## src/rtl/sort_pipe_core.sv

```systemverilog
// sort_pipe_core: collects an N-word block from a val/rdy producer, sorts it in
// place with N odd-even transposition passes (one per clock), then streams the
// sorted block to the sort receptor under backpressure. Blocks are handled one
// at a time, in arrival order.
module sort_pipe_core #(
  parameter int DATA_WIDTH = 8,
  parameter int N          = 4,
  parameter bit DESCEND    = 1'b0
) (
  input  logic                  clk,
  input  logic                  rst_n,
  input  logic                  in_val,
  output logic                  in_rdy,
  input  logic [DATA_WIDTH-1:0] in_data,
  output logic                  sort_val,
  input  logic                  sort_rdy,
  output logic [DATA_WIDTH-1:0] sort_data,
  output logic                  sort_last,
  output logic                  busy
);

  localparam int CW = (N > 1) ? $clog2(N) : 1;
  localparam logic [CW-1:0] LAST = CW'(N - 1);

  localparam logic [1:0] ST_LOAD = 2'd0;
  localparam logic [1:0] ST_SORT = 2'd1;
  localparam logic [1:0] ST_SEND = 2'd2;

  logic [1:0]            state;
  logic [CW-1:0]         wr_idx;
  logic [CW-1:0]         pass;
  logic [CW-1:0]         rd_idx;
  logic                  in_rdy_q;
  logic                  accept;
  logic                  xfer;
  logic [DATA_WIDTH-1:0] mem      [N];
  logic [DATA_WIDTH-1:0] mem_pass [N];

  assign accept = in_val & in_rdy_q;
  assign xfer   = (state == ST_SEND) & sort_rdy;

  // One transposition pass: even passes pair (0,1),(2,3)..; odd passes (1,2),(3,4)..
  always_comb begin
    mem_pass = mem;
    for (int unsigned i = 0; i + 1 < N; i++) begin
      if (1'(i) == pass[0]) begin
        if (DESCEND ? (mem[i] < mem[i+1]) : (mem[i] > mem[i+1])) begin
          mem_pass[i]   = mem[i+1];
          mem_pass[i+1] = mem[i];
        end
      end
    end
  end

  // Control: LOAD -> SORT -> SEND sequencing, index counters and registered in_rdy.
  always_ff @(posedge clk or negedge rst_n) begin
    if (!rst_n) begin
      state    <= ST_LOAD;
      wr_idx   <= '0;
      pass     <= '0;
      rd_idx   <= '0;
      in_rdy_q <= 1'b0;
    end else begin
      case (state)
        ST_LOAD: begin
          if (accept && (wr_idx == LAST)) begin
            state    <= ST_SORT;
            wr_idx   <= '0;
            in_rdy_q <= 1'b0;
          end else begin
            if (accept) begin
              wr_idx <= wr_idx + 1'b1;
            end
            in_rdy_q <= 1'b1;
          end
        end
        ST_SORT: begin
          if (pass == LAST) begin
            state <= ST_SEND;
            pass  <= '0;
          end else begin
            pass <= pass + 1'b1;
          end
        end
        ST_SEND: begin
          if (xfer) begin
            if (rd_idx == LAST) begin
              state    <= ST_LOAD;
              rd_idx   <= '0;
              in_rdy_q <= 1'b1;
            end else begin
              rd_idx <= rd_idx + 1'b1;
            end
          end
        end
        default: begin
          state    <= ST_LOAD;
          in_rdy_q <= 1'b0;
        end
      endcase
    end
  end

  // Block buffer: written word-by-word in LOAD, replaced by each pass in SORT.
  always_ff @(posedge clk or negedge rst_n) begin
    if (!rst_n) begin
      for (int unsigned i = 0; i < N; i++) begin
        mem[i] <= '0;
      end
    end else if (state == ST_LOAD) begin
      if (accept) begin
        mem[wr_idx] <= in_data;
      end
    end else if (state == ST_SORT) begin
      mem <= mem_pass;
    end
  end

  assign in_rdy    = in_rdy_q;
  assign busy      = (state == ST_SORT);
  assign sort_val  = (state == ST_SEND);
  assign sort_data = sort_val ? mem[rd_idx] : '0;
  assign sort_last = sort_val & (rd_idx == LAST);

endmodule

```

## config.mk

```make
export PLATFORM = sky130hd
export DESIGN_NAME = sort_pipe_core
export DESIGN_NICKNAME = d
export VERILOG_FILES = /design/src/rtl/sort_pipe_core.sv
export SDC_FILE = /design/constraint.sdc
export NUM_CORES = 1
export LEC_CHECK = 0
export BUFFER_PORTS_ARGS = -buffer_cell sky130_fd_sc_hd__buf_2
export CELL_PAD_IN_SITES_DETAIL_PLACEMENT = 0
export CELL_PAD_IN_SITES_GLOBAL_PLACEMENT = 1
export CORE_AREA = 2 2 90 92
export CTS_CLUSTER_DIAMETER = 150
export DETAILED_ROUTE_END_ITERATION = 10
export DIE_AREA = 0 0 92 94
export HOLD_SLACK_MARGIN = 0.12
export MAX_ROUTING_LAYER = met4
export PLACE_DENSITY_LB_ADDON = 0.1
export SLEW_MARGIN = 10
export SYNTH_ARGS = -nofsm -noshare
export SYNTH_HDL_FRONTEND = slang
export SYNTH_SLANG_ARGS = --single-unit
```

## constraint.sdc

```tcl
create_clock -name clk -period 2.4 [get_ports clk]
set_input_delay 0.36 -clock clk [delete_from_list [all_inputs] [get_ports clk]]
set_output_delay 0.36 -clock clk [all_outputs]
set_load 0.05 [all_outputs]
```

==> results.txt, run 1 <==
- Post-layout min period: 2.32 ns
- Counting along the longest clock path gives a buffer depth of 2.
- Wire segments on met2 add up to 4790 um in the final route.
- Count of port buffers added during placement: 23
* Maximum vdd ir drop: 0.000674 V
- Proportion of layout cells with a drive suffix above 1: 22.6%
* Count of routing violations after the opening detailed-route iteration: 117
- Buffer and inverter count on the worst path: 1
- Post-detailed-route wirelength per cell: 20.2 um
- Max-cap violations in this run came to 0.
- Power per standard cell area: 1330 nW/um^2
* Run status: completed
* Total leakage power: 1.67 nW
- Entering global routing, the biggest net connects 23 pins.
* Kind of end point of the critical path: output port
- The number of different library cells used by synthesis comes to 43.
* Slowest-stage cell, CP: sky130_fd_sc_hd__dfrtp_1
- Number of cells on the worst hold path: 3
- Share of the clock period used by the worst path: 96.5%
- Syn nets: 370
* Die Span X: 92 um
* Worst stage delay on the critical path: 0.71 ns
- Number of synthesized register bits: 41
- Ordered cell list for the critical path: mux4_2 -> and2_1 -> buf_2
- Async set-or-reset flop fraction in the synthesized netlist: 100%
- Ys flop type: sky130_fd_sc_hd__dfrtp_1
- Number of clock buffers inserted by TritonCTS: 5
* Reg2Reg Setup Slack: 0.13 ns
* Ant. Diodes: 0
* Setup bufs post-CTS: 0
- Setup repair after global routing left no endpoint under its margin.
- Fin. Hold Viols: 0
- Routed Antenna Nets: 0
- Clock-pin slew was measured on the worst setup and hold paths at 0.07 ns.
- For the worst flop-to-flop path, the logic depth is 9.
- After detailed routing, the total wire length is 9300 um.
- After detailed placement, the total cell area comes to 3500 um^2.
- In this run the standard cell core region covers 7610 um^2.
* Number of max-slew violations in the final report: 0
- At the pin with the least slew margin, the transition time is 0.756 ns.
- Clock latency on the worst-skew pair, taken at its later pin, is 0.29 ns.
- The clock tree synthesis step divided the H-tree into 2 levels.
- For the worst setup path, the data required time is 2.04 ns.
* Design Area, Final: 3600 um^2
- The cell area that synthesis handed to floorplanning was 3190 um^2.
* Number of iterations in the first detailed-routing pass: 4
- Routed length on met1: 4020 um
- Kind of start point of the critical path: register
* Initial antenna violation count: 0
- Relative to the synthesized area, the layout overhead comes to 12.8%.
* Global route total overflow: 0
- Via count of the first global-routing pass: 2882
- Detailed placement finished with a half-perimeter wire length of 7010 um.
- After detailed routing, the number of vias per cell comes to 5.86.
- Crit path kind: register to output port
- Setup-failing EPs final: 0
* Total negative setup slack: 0 ns
* Start point of the critical path: rd_idx[0]$_DFFE_PN0P_
* Initial Util: 41.9%
- CTS placed an instance of sky130_fd_sc_hd__clkbuf_8 at the clock tree root.
- GP Congestion: 0.853
- Wire segments on met3 add up to 406 um in the final route.
- Clock tree from TritonCTS: done
* Hold Path Class: input port to register
- The final layout contains 401 nets.
* Top Metal Used: met4
- The critical path crosses 3 cells after its start point.
- Highest clock frequency the design can meet: 432 MHz
- Worst Path Arrival: 1.96 ns
- Std-Cell Rows: 32
* Die outline area: 8650 um^2
* Global Route Usage Sum: 23.5%
- The startpoint identified for the worst register-to-register timing path is mem[17]$_DFFE_PN0P_.
- I/O pin cnt: 24
- Measured against its own limit, the worst slew margin works out to 49.6%.
* Final clock skew: 0.00848 ns
- Total number of vias: 2703
* Average size of a mapped cell: 9.73 um^2
- After detailed routing, the number of remaining DRC violations is 0.
- After synthesis, flip-flops and latches occupy 32.2% of the total area.
* Synth Warn #: 0
- The die is 94 um tall.
- Clk sink count: 41
- The first global-routing pass estimated 15200 um of wire.
- Gate count after technology mapping: 328
- Critical hold path startpoint: sort_rdy
- Counting flops with a built-in enable in the synthesized netlist gives 0.
* Largest fanout on the critical path: 11
- Grouping stages by cell kind, the critical path spends the most delay in flip-flops.
## final cells by class
| class | instances | area [um^2] |
|---|---|---|
| inverters | 28 | 105 |
| flip-flops and latches | 41 | 1030 |
| fillers | 743 | 4010 |
| well taps | 102 | 128 |
| multi-input cells | 236 | 1950 |
| clock buffers | 7 | 86.3 |
| repair buffers | 47 | 298 |
## registers in the layout, indices dropped and copies added (netlist names)
register and count:
wr_idx 2, in_rdy 1, rd_idx 2, pass 2, mem 32, state 2
## kinds of logic after synthesis
kind of cell / synth area share (%)
adders and majority gates: 11.8
and+or+nand+nor: 12.2
DFF: 32.2
muxes: 17.8
buffers and inverters: 6.75
AOI/OAI and AO/OA: 19.3
## repair_timing
action | in CTS | in global routing
hold buffers | 1 | 0
endpoints found under the hold margin | 20 | 0
resized for setup | 0 | 5
endpoints found under the setup margin | 0 | 19
## stage by stage
stage,hold slack [ns],util [%],worst slack [ns],instances,total power [mW]
floorplan,0.0644,-,0.189,328,3.42
detailed placement,0.402,46.0,0.0505,453,4.31
global route,0.403,47.3,0.00406,461,5.25
CTS,0.379,47.2,0.0253,461,4.80
finish,0.387,47.3,0.0841,461,4.80
global placement,0.388,46.0,0.104,453,4.27
## report_power, final
part           total (mW)  internal, mW  switching [mW]
clock               0.473         0.229           0.244
combinational        3.02          1.33            1.69
sequential           1.31         0.948           0.363
## synth_stat cells (2+ instances only)
| cell | instances | area share, % |
|---|---|---|
| sky130_fd_sc_hd__clkbuf_1 | 14 | 1.6 |
| sky130_fd_sc_hd__a32o_1 | 8 | 2.5 |
| sky130_fd_sc_hd__nand4_1 | 12 | 2.4 |
| sky130_fd_sc_hd__o21ai_1 | 8 | 1.3 |
| sky130_fd_sc_hd__mux2_2 | 3 | 1.1 |
| sky130_fd_sc_hd__dfrtp_1 | 41 | 32 |
| sky130_fd_sc_hd__a21oi_1 | 13 | 2.0 |
| sky130_fd_sc_hd__buf_2 | 4 | 0.63 |
| sky130_fd_sc_hd__o221ai_1 | 8 | 2.2 |
| sky130_fd_sc_hd__ha_1 | 30 | 12 |
| sky130_fd_sc_hd__nor2b_1 | 3 | 0.59 |
| sky130_fd_sc_hd__nand2_1 | 19 | 2.2 |
| sky130_fd_sc_hd__mux2_4 | 7 | 3.3 |
| sky130_fd_sc_hd__nand3_1 | 8 | 1.3 |
| sky130_fd_sc_hd__a32oi_1 | 9 | 2.5 |
| sky130_fd_sc_hd__nor2_1 | 11 | 1.3 |
| sky130_fd_sc_hd__nand2b_1 | 2 | 0.39 |
| sky130_fd_sc_hd__a22o_1 | 2 | 0.55 |
| sky130_fd_sc_hd__o211ai_2 | 2 | 0.78 |
| sky130_fd_sc_hd__inv_1 | 28 | 3.3 |
| sky130_fd_sc_hd__a31oi_1 | 10 | 2.0 |
| sky130_fd_sc_hd__mux4_2 | 8 | 5.6 |
| sky130_fd_sc_hd__o21ai_0 | 22 | 3.5 |
| sky130_fd_sc_hd__mux2i_1 | 25 | 7.8 |
| sky130_fd_sc_hd__buf_1 | 2 | 0.24 |
| sky130_fd_sc_hd__and2_1 | 11 | 2.2 |
| sky130_fd_sc_hd__buf_6 | 2 | 0.71 |
## final timing paths
path                                        endpoint
worst max-delay path                    sort_data[0]
worst max register to register   mem[29]$_DFFE_PN0P_
worst min-delay path            state[1]$_DFFE_PN0P_
max in group asynchronous         mem[9]$_DFFE_PN0P_
min in group asynchronous        mem[30]$_DFFE_PN0P_
worst min register to register   pass[1]$_DFFE_PN0P_
## routing by layer
layer	global-route usage (%)	vias up
met2	41.8	65
met1	28.8	1348
met4	4.60	0
met5	-	-
li1	-	1282
met3	3.21	8
## layout by cell type, fill, tap and decap left out, types with 7 or more instances in the layout
| master | instances |
|---|---|
| sky130_fd_sc_hd__dfrtp_1 | 39 |
| sky130_fd_sc_hd__ha_1 | 30 |
| sky130_fd_sc_hd__inv_1 | 28 |
| sky130_fd_sc_hd__mux2i_1 | 25 |
| sky130_fd_sc_hd__buf_2 | 23 |
| sky130_fd_sc_hd__buf_4 | 23 |
| sky130_fd_sc_hd__o21ai_0 | 22 |
| sky130_fd_sc_hd__nand2_1 | 19 |
| sky130_fd_sc_hd__a21oi_1 | 13 |
| sky130_fd_sc_hd__nand4_1 | 12 |
| sky130_fd_sc_hd__and2_1 | 11 |
| sky130_fd_sc_hd__nor2_1 | 11 |
| sky130_fd_sc_hd__a31oi_1 | 10 |
| sky130_fd_sc_hd__a32oi_1 | 9 |
| sky130_fd_sc_hd__mux4_2 | 8 |
| sky130_fd_sc_hd__o21ai_1 | 8 |
| sky130_fd_sc_hd__nand3_1 | 8 |
| sky130_fd_sc_hd__o221ai_1 | 8 |
| sky130_fd_sc_hd__a32o_1 | 7 |
| sky130_fd_sc_hd__mux2_4 | 7 |
## worst reg2reg max path, cell delays in order, from the launching register on
cell                       delay (ns)
sky130_fd_sc_hd__dfrtp_2         0.42
sky130_fd_sc_hd__inv_1           0.07
sky130_fd_sc_hd__ha_1            0.30
sky130_fd_sc_hd__nor2b_4         0.13
sky130_fd_sc_hd__o211ai_2        0.13
sky130_fd_sc_hd__a21oi_1         0.08
sky130_fd_sc_hd__o31a_1          0.26
sky130_fd_sc_hd__buf_4           0.22
sky130_fd_sc_hd__a32o_1          0.29
sky130_fd_sc_hd__mux2_4          0.25
Power figures use the tool's default switching activity.
==> run 2, diff against run 1 <==
- CAP_MARGIN: unset -> 20
- CELL_PAD_IN_SITES_DETAIL_PLACEMENT: 0 -> unset
- CELL_PAD_IN_SITES_GLOBAL_PLACEMENT: 1 -> unset
- CORE_AREA: 2 2 90 92 -> 2 2 83 85
- DIE_AREA: 0 0 92 94 -> 0 0 85 87
- PLACE_DENSITY: unset -> 0.7
- PLACE_DENSITY_LB_ADDON: 0.1 -> unset
==> run 2 against run 1 <==
Net effect: final area fell by 2.4%; sequential cell count did not move; clock power decreased by 1%; worst setup slack gained 0.023 ns; register-to-register slack lost 0.02 ns; total power decreased by 3.1%; highest routed layer unchanged; non-clock buffer count shrank 7; critical path depth is 5 higher; fmax is 1.0% higher; wire length fell by 11%; critical path type is now register to register; largest cell class unchanged; core utilization increased by 6.2 points.
==> results.txt, run 2 (same netlist as run 1, synthesis figures left out) <==
- Run status: completed (unchanged)
- Share of the clock period used by the worst path: 95.5% (was 96.5%)
- Reported max-cap violation count: 0 (unchanged)
* Relative max-transition margin: 35.6% (was 49.6%)
- Largest fanout on the critical path: 7 (was 11)
* Std-Cell Rows: 30 (was 32)
* Clk sink count: 41 (unchanged)
- H-tree lvl count: 2 (unchanged)
- Most common cell after layout, fill and taps aside: sky130_fd_sc_hd__dfrtp_1 (unchanged)
- Clock transition at path regs: 0.09 ns (was 0.07 ns)
* Kind of end point of the critical path: register (was output port)
- The total routing resource utilization after global routing is 24.1% (was 23.5%).
- Overall routed net length: 8260 um (was 9300 um)
* Max FFs per register: 32 (unchanged)
- The number of nets at the end of the flow was 394 (was 401).
* Global route total overflow: 0 (unchanged)
- The transition time of the tightest slew-check pin was 0.966 ns (was 0.756 ns).
* Die outline area: 7400 um^2 (was 8650 um^2)
* Number of buffers between clock root and the deepest sink: 2 (unchanged)
* Required time at the endpoint of the critical path: 2.56 ns (was 2.04 ns)
* Setup bufs post-CTS: 0 (unchanged)
* Estimated wirelength of the detail-placed design: 6090 um (was 7010 um)
- The final hold violation count is 0 (unchanged).
* GP Congestion: 0.867 (was 0.853)
* Die Span X: 85 um (was 92 um)
* Overall power: 4.65 mW (was 4.80 mW)
- Setup repair after global routing missed its margin: false (unchanged)
- The data arrival time at the worst-slack endpoint was 2.46 ns (was 1.96 ns).
* Most frequent cells in the layout: sky130_fd_sc_hd__dfrtp_1, sky130_fd_sc_hd__ha_1, sky130_fd_sc_hd__inv_1 (unchanged)
- # DRC: 0 (unchanged)
- Final-layout worst hold slack: 0.206 ns (was 0.387 ns)
- Clock tree from TritonCTS: done (unchanged)
- Biggest register: mem (unchanged)
* Total leakage power: 1.63 nW (was 1.67 nW)
- The worst clock skew was 0.00883 ns (was 0.00848 ns).
* Routed Antenna Nets: 0 (unchanged)
- Initial antenna violation count: 0 (unchanged)
* Chip height: 87 um (was 94 um)
- The startpoint type of the worst setup path is a register (unchanged).
- Post-detailed-route wirelength per cell: 19.1 um (was 20.2 um)
* Hold Path Class: input port to async pin (was input port to register)
* Layout fillers: 598 (was 743)
- The wire length of the first global-routing pass was 13600 um (was 15200 um).
- The total negative setup slack was 0 ns (unchanged).
- The total number of vias came to 2699 (was 2703).
- Area added between synthesis and finish: 10.2% (was 12.8%)
* Skew-Pair Late Insertion Delay: 0.30 ns (was 0.29 ns)
- The clock buffer count from CTS was 5 (unchanged).
* Final cell utilization of the core: 53.5% (was 47.3%)
* Via count of the first global-routing pass: 2628 (was 2882)
- Post-layout min period: 2.29 ns (was 2.32 ns)
- The cell at the root of the clock tree was sky130_fd_sc_hd__clkbuf_8 (unchanged).
- Count of port buffers added during placement: 23 (unchanged)
- Largest net degree at the start of global routing: 42 (was 23)
- The fraction of layout instances using a drive strength above 1 is 20.7% (was 22.6%).
* Power per standard cell area: 1320 nW/um^2 (was 1330 nW/um^2)
- The quantity of hold-fixing buffers added after cts is 0 (was 1).
- The max-slew violation count came to 0 (unchanged).
- The average vias per placed instance was 6.23 (was 5.86).
- The violation count after the first detailed-route iteration was 215 (was 117).
* Crit path kind: register to register (was register to output port)
* I/O pin cnt: 24 (unchanged)
- Initial Util: 48.6% (was 41.9%)
- CORE AREA: 6570 um^2 (was 7610 um^2)
- The final setup violation count came to 0 (unchanged).
* Ant. Diodes: 0 (unchanged)
* Highest clock frequency the design can meet: 436 MHz (was 432 MHz)
* Number of iterations in the first detailed-routing pass: 4 (unchanged)
- Maximum vdd ir drop: 0.000722 V (was 0.000674 V)
-- run 2: cell count changes in the layout (fill, tap and decap cells not counted), sizes merged --
cell	before	now
clkinvlp	0	2
clkbuf	7	6
dlygate4sd3	1	0
buf	46	40
-- run 2: metrics by stage --
stage | std cells | setup slack, ns | instance area [um^2]
finish | 433 | 0.107 | 3510
global route | 433 | 0.0275 | 3510
CTS | 433 | 0.0845 | 3510
detailed placement | 425 | 0.125 | 3420
global placement | 425 | 0.159 | 3420
floorplan | 328 | 0.189 | 3190
-- run 2: repair_timing --
action	4_1_cts	5_1_grt
setup endpoints to repair	0	7
endpoints found under the hold margin	0	0
resized for setup	0	2
-- run 2: worst paths after layout --
check,start,endpoint,slack (ns),depth (start not counted)
setup / recovery,mem[15]$_DFFE_PN0P_,mem[8]$_DFFE_PN0P_,0.11,8
hold / removal,rst_n,state[0]$_DFFE_PN0P_,0.21,1
setup reg to reg,mem[15]$_DFFE_PN0P_,mem[8]$_DFFE_PN0P_,0.11,8
hold reg to reg,pass[1]$_DFFE_PN0P_,pass[1]$_DFFE_PN0P_,0.54,1
max in group asynchronous,rst_n,mem[25]$_DFFE_PN0P_,1.59,1
min in group clk,sort_rdy,state[1]$_DFFE_PN0P_,0.37,3
-- run 2: report_power, final --
group          total [mW]  switching [mW]  internal (mW)
sequential           1.31           0.366          0.944
combinational        2.88            1.60           1.28
clock               0.467           0.261          0.205
-- run 2: layer usage --
| layer | part of all wire (%) | track usage [%] |
|---|---|---|
| met2 | 49 | 39.3 |
| met3 | 6.4 | 4.55 |
| met4 | 1.4 | 5.63 |
| met5 | 0 | - |
| met1 | 43 | 31.4 |
-- run 2: cell type report --
cell class / count / area [um^2] / area share (%)
clock inverters: 2 / 15.0 / 0.427
inverters: 28 / 105 / 2.99
clock buffers: 6 / 72.6 / 2.06
flip-flops and latches: 41 / 1030 / 29.2
well taps: 80 / 100 / 2.85
repair buffers: 40 / 243 / 6.91
multi-input cells: 236 / 1950 / 55.6
-- run 2: critical path, stage by stage (launching register included) --
cell                       delay, ns
sky130_fd_sc_hd__dfrtp_1        0.48
sky130_fd_sc_hd__inv_1          0.07
sky130_fd_sc_hd__ha_1           0.34
sky130_fd_sc_hd__a21oi_1        0.23
sky130_fd_sc_hd__o21ai_0        0.17
sky130_fd_sc_hd__o211ai_2       0.31
sky130_fd_sc_hd__buf_4          0.20
sky130_fd_sc_hd__mux2i_1        0.21
sky130_fd_sc_hd__o221ai_1       0.13
